$ cat src/rtl/dnn_fixed_pkg.sv
// Shared Q8.24 fixed-point constants and FSM state type for the LSTM backward path.
// SIGMF_BWD_SAT_EN selects saturating (defined) or wrapping (undefined) multiplies.
package dnn_fixed_pkg;

  localparam int WIDTH = 32;
  localparam int FRAC  = 24;

  localparam logic [WIDTH-1:0] ONE = 32'h0100_0000;
  localparam logic [WIDTH-1:0] MAX = 32'h7FFF_FFFF;
  localparam logic [WIDTH-1:0] MIN = 32'h8000_0000;

`ifdef SIGMF_BWD_SAT_EN
  localparam bit SAT_EN = 1'b1;
`else
  localparam bit SAT_EN = 1'b0;
`endif

  typedef enum logic [1:0] {
    IDLE,
    MUL1,
    MUL2,
    DONE
  } state_t;

endpackage

$ cat src/rtl/sigmf_bwd_mul.sv
// Combinational signed fixed-point multiply with floor shift.
// Saturates out-of-range products when SIGMF_BWD_SAT_EN is defined, else wraps.
module sigmf_bwd_mul
  import dnn_fixed_pkg::*;
#(
  parameter int WIDTH = dnn_fixed_pkg::WIDTH,
  parameter int FRAC  = dnn_fixed_pkg::FRAC
) (
  input  logic signed [WIDTH-1:0] a,
  input  logic signed [WIDTH-1:0] b,
  output logic        [WIDTH-1:0] p,
  output logic                    sat
);

  localparam logic [WIDTH-1:0] HI_V = {1'b0, {(WIDTH-1){1'b1}}};
  localparam logic [WIDTH-1:0] LO_V = {1'b1, {(WIDTH-1){1'b0}}};

  logic signed [2*WIDTH-1:0] full;
  logic signed [2*WIDTH-1:0] shr;
  logic [WIDTH:0]            top;
  logic                      ovf;

  always_comb begin
    full = a * b;
    shr  = full >>> FRAC;
    // fits in WIDTH bits only if all bits from the sign position up agree
    top  = shr[2*WIDTH-1:WIDTH-1];
    ovf  = ~((&top) | ~(|top));
    sat  = SAT_EN & ovf;
    p    = shr[WIDTH-1:0];
    if (sat) p = shr[2*WIDTH-1] ? LO_V : HI_V;
  end

endmodule

$ cat src/rtl/sigmf_bwd.sv
// Sigmoid backward gradient: delta = e * y * (1 - y), Q8.24, one shared multiplier.
// Saturation and the sticky o_sat flag exist only under SIGMF_BWD_SAT_EN.
module sigmf_bwd
  import dnn_fixed_pkg::*;
#(
  parameter int WIDTH = dnn_fixed_pkg::WIDTH,
  parameter int FRAC  = dnn_fixed_pkg::FRAC
) (
  input  logic             clk,
  input  logic             rst_n,
  input  logic             i_valid,
  output logic             i_ready,
  input  logic [WIDTH-1:0] i_y,
  input  logic [WIDTH-1:0] i_err,
  output logic             o_valid,
  input  logic             o_ready,
  output logic [WIDTH-1:0] o_delta,
  output logic             o_sat
);

  localparam logic [WIDTH-1:0] ONE_V = WIDTH'(1) << FRAC;

  state_t state, state_nx;

  logic [WIDTH-1:0] y_r;
  logic [WIDTH-1:0] err_r;
  logic [WIDTH-1:0] t_r;
  logic [WIDTH-1:0] m_a;
  logic [WIDTH-1:0] m_b;
  logic [WIDTH-1:0] m_p;
  logic             m_sat;
  logic             accept;
  logic             sat_r;

  assign i_ready = (state == IDLE) | ((state == DONE) & o_ready);
  assign o_valid = (state == DONE);
  assign accept  = i_valid & i_ready;
  assign o_sat   = sat_r;

  always_comb begin
    m_a = t_r;
    m_b = err_r;
    if (state == MUL1) begin
      m_a = y_r;
      m_b = ONE_V - y_r;
    end
  end

  sigmf_bwd_mul #(
    .WIDTH (WIDTH),
    .FRAC  (FRAC)
  ) u_mul (
    .a   (m_a),
    .b   (m_b),
    .p   (m_p),
    .sat (m_sat)
  );

  always_comb begin
    state_nx = state;
    unique case (state)
      IDLE: if (i_valid) state_nx = MUL1;
      MUL1: state_nx = MUL2;
      MUL2: state_nx = DONE;
      DONE: if (o_ready) state_nx = i_valid ? MUL1 : IDLE;
      default: state_nx = IDLE;
    endcase
  end

  always_ff @(posedge clk or negedge rst_n) begin
    if (!rst_n) begin
      state   <= IDLE;
      y_r     <= '0;
      err_r   <= '0;
      t_r     <= '0;
      o_delta <= '0;
      sat_r   <= 1'b0;
    end else begin
      state <= state_nx;
      if (accept) begin
        y_r   <= i_y;
        err_r <= i_err;
      end
      if (state == MUL1) t_r <= m_p;
      if (state == MUL2) o_delta <= m_p;
      if (((state == MUL1) | (state == MUL2)) & m_sat) sat_r <= 1'b1;
    end
  end

endmodule

$ cat config.mk
export PLATFORM = sky130hd
export DESIGN_NAME = sigmf_bwd
export DESIGN_NICKNAME = d
export VERILOG_FILES = /design/src/rtl/dnn_fixed_pkg.sv /design/src/rtl/sigmf_bwd_mul.sv /design/src/rtl/sigmf_bwd.sv
export SDC_FILE = /design/constraint.sdc
export NUM_CORES = 2
export LEC_CHECK = 0
export ABC_CLOCK_PERIOD_IN_PS = 20900
export CAP_MARGIN = 20
export CORE_ASPECT_RATIO = 0.7
export CORE_UTILIZATION = 65
export DETAILED_ROUTE_END_ITERATION = 7
export GPL_TIMING_DRIVEN = 0
export PLACE_DENSITY = 0.83
export SYNTH_ARGS = -nofsm -noshare
export SYNTH_HDL_FRONTEND = slang
export SYNTH_HIERARCHICAL = 1
export SYNTH_SLANG_ARGS = --single-unit
export TNS_END_PERCENT = 20
$ cat constraint.sdc
create_clock -name clk -period 20.9 [get_ports clk]
set_input_delay 4.18 -clock clk [delete_from_list [all_inputs] [get_ports clk]]
set_output_delay 4.18 -clock clk [all_outputs]
set_load 0.02 [all_outputs]
==> results_dict.tcl <==
set metrics [dict create \
    fillers 4610 \
    clock-sinks 131 \
    pre_cts_ws_ps 9490 \
    setup_viol 0 \
    num_rows 75 \
    crit_type "flop to flop" \
    ant_nets 0 \
    critical_path.top_delay_family "adder cells" \
    finalSetupTns_ps 0 \
    fp.coreArea_um2 60100 \
    io_pins 103 \
    initialDrtViolationCount 4331 \
    r2r-start "state[1]$_DFFE_PN0P_" \
    drc 0 \
    via_per_inst 6.11 \
    nNetsFinal 5577 \
    ys_warn_count 6 \
    cts_setup_buffers 0 \
    max_slew_margin 0.187 \
    clock_path_buffers 2 \
    wl_um 143000 \
    synth_seq_area_share 0.0829 \
    synth-seq-cells 131 \
    clock.fmax_mhz 82.2 \
    dp_hpwl_um 120000 \
    drv_cap 0 \
    async_flop_share 1.00 \
    hold_path.class "flop to flop" \
    status "finished clean" \
    area_delta_synth_final_pct 6.97 \
    clkTransAtPathRegs_ps 60 \
    synth_area_um2 39500 \
    setup_ws_ps 8740 \
    grt_pass1_vias 33000 \
    crit_buf_inv 7 \
    grt_max_degree 103 \
    cp_max_fo 10 \
    grt_pass1_wl_um 213000 \
    syn_inst 4216 \
    cts_resized 0 \
    rsz0062_at_grt "false" \
    holdPathEnd "t_r[1]$_DFFE_PN0P_" \
    die_h_um 208 \
    synth_area_leaders "fa_1 50%, inv_1 8.8%, dfrtp_1 8.3%" \
    tightest_slew_ps 1220 \
    synth.net_count 5443 \
    synth_cell_types 76 \
    slowest_delay_ps 890 \
    dieArea_um2 61800 \
    holdPathStages 2 \
    avgSynthCellArea_um2 9.38 \
    clockRootBuffer "clkbuf_16" \
    wl_per_cell_um 27.7 \
    synth_top_area_cell "fa_1" \
    grt_overflow 0 \
    cp_common_cell "fa_1" \
    r2r_end "o_delta[26]$_DFFE_PN0N_" \
    crit_path_start_kind "flop" \
    clkLatencyLatePin_ps 430 \
    vias 31700 \
    initial_utilization 0.658 \
    r2r_slack_ps 8740 \
    postCtsHoldBufs 0 \
    synth_edf_count 0 \
    grt_usage 0.483 \
    skew_ps 7.01 \
    period_minus_slack_ps 12160 \
    hold_viol 0 \
    drive_gt1_frac 0.0456 \
    numCtsBuffers 17 \
    port-buffer-count 102 \
    hold_start "t_r[1]$_DFFE_PN0P_" \
    dr.pass1.iters 8 \
    die_x_um 297 \
    ctsHtreeMaxLevel 4 \
    grt_antenna_before_repair 13 \
    critical-path-slowest-cell "fa_1" \
    endpoint_kind "flop" \
    gp_congestion 1.15 \
    cp.required_ps 21260 \
    finalCritPeriodShare 0.582 \
    startpoint "state[1]$_DFFE_PN0P_" \
    synthDominantCellAreaShare 0.497 \
    cts_tree "built" \
    ys.flop_type "dfrtp_1" \
    cp.arrival_ps 12530 \
    slew_violations 0 \
    rr_worst_depth 29 \
]
-- how the worst max path moves through the flow --
stage                                    endpoint  slack [ps]  depth (start not counted)
after floorplan                           i_ready       12320                          2
after global placement    o_delta[26]$_DFFE_PN0N_        9390                         27
after detailed placement  o_delta[26]$_DFFE_PN0N_        9490                         30
after CTS                 o_delta[26]$_DFFE_PN0N_        9400                         30
after global routing      o_delta[26]$_DFFE_PN0N_        8730                         30
final                     o_delta[26]$_DFFE_PN0N_        8740                         29
-- cell families after synthesis --
group                    after synthesis  share of synthesized area
AO/OA/AOI/OAI                        217                     0.0383
XOR/XNOR                              66                     0.0146
adder cells (fa/ha/maj)             1159                      0.553
buffers and inverters               1164                      0.112
flip-flops                           131                     0.0829
multiplexers                         109                     0.0310
other                                  1                  0.0000948
AND/OR/NAND/NOR                     1369                      0.168
-- placed cells by master (no fill, tap or decap), types with 20 or more instances in the layout --
cell type / synthesis / final
nand4_1: 20 / 20
o21ai_0: 33 / 32
a21oi_1: 54 / 54
ha_1: 177 / 177
nor2_1: 68 / 68
and2_1: 450 / 450
mux2_2: 109 / 109
dfrtp_1: 131 / 131
a21o_1: 24 / 24
xnor2_1: 49 / 49
clkdlybuf4s50_1: 0 / 101
fa_1: 982 / 982
inv_1: 924 / 924
clkbuf_1: 225 / 225
nor3_1: 27 / 27
nand2_1: 722 / 722
-- synthesized netlist by cell type, types with 7 or more instances --
library cell,count
a31oi_1,11
ha_1,177
and3_1,8
o21ai_0,33
nor4_1,8
nor2_1,68
fa_1,982
o21bai_1,14
o211ai_1,8
dfrtp_1,131
nor3_1,27
nand4_1,20
or3_1,7
mux2_2,109
nor2b_1,8
a21oi_1,54
nand2b_1,7
nand3_1,12
clkbuf_1,225
xor2_1,17
xnor2_1,49
inv_1,924
a21o_1,24
o31ai_1,11
a211oi_1,8
nand2_1,722
and2_1,450
-- final cells by class --
| type | instances | area (um2) | area share |
|---|---|---|---|
| antenna | 14 | 35.0 | 0.000828 |
| buffer | 240 | 948 | 0.0224 |
| clock buffer | 19 | 453 | 0.0107 |
| clock inverter | 13 | 86.3 | 0.00204 |
| inverter | 924 | 3470 | 0.0820 |
| multi-input combinational | 2921 | 31900 | 0.753 |
| sequential | 131 | 3280 | 0.0775 |
| tap | 808 | 1010 | 0.0239 |
| timing repair buffer | 115 | 1150 | 0.0272 |
-- worst reg2reg max path: cells and delay by family, from the launching register on --
kind / cells / cell delay (ps)
multiplexers: 1 / 260
buffers and inverters: 7 / 2830
AND/OR/NAND/NOR: 7 / 2090
adder cells (fa/ha/maj): 10 / 4860
AO/OA/AOI/OAI: 4 / 1620
flip-flops: 1 / 420
-- sequential cells by signal, indices dropped and copies added (netlist names) --
signal / cells
state: 2
o_delta: 32
t_r: 32
err_r: 32
y_r: 32
o_sat: 1
-- layer usage --
layer  part of all wire  GRT usage  vias up
li1                   -          -    12600
met3               0.21      0.316      520
met1               0.36      0.631    15800
met2               0.38      0.628     2777
met4              0.048      0.178       20
met5             0.0045     0.0599        -
-- stage by stage --
| stage | hold WS [ps] | std cells | cell area (um2) | util |
|---|---|---|---|---|
| finish | 459 | 5185 | 42300 | 0.704 |
| global route | 485 | 5175 | 42300 | 0.704 |
| CTS | 464 | 5167 | 42200 | 0.703 |
| detailed placement | 449 | 5135 | 41700 | 0.694 |
| global placement | 445 | 5126 | 41600 | 0.692 |
| floorplan | 432 | 4216 | 39500 | - |
Power is left out: the tool's default activity adds up to more than one toggle a clock period on the data nets, which glitch-free logic cannot reach.
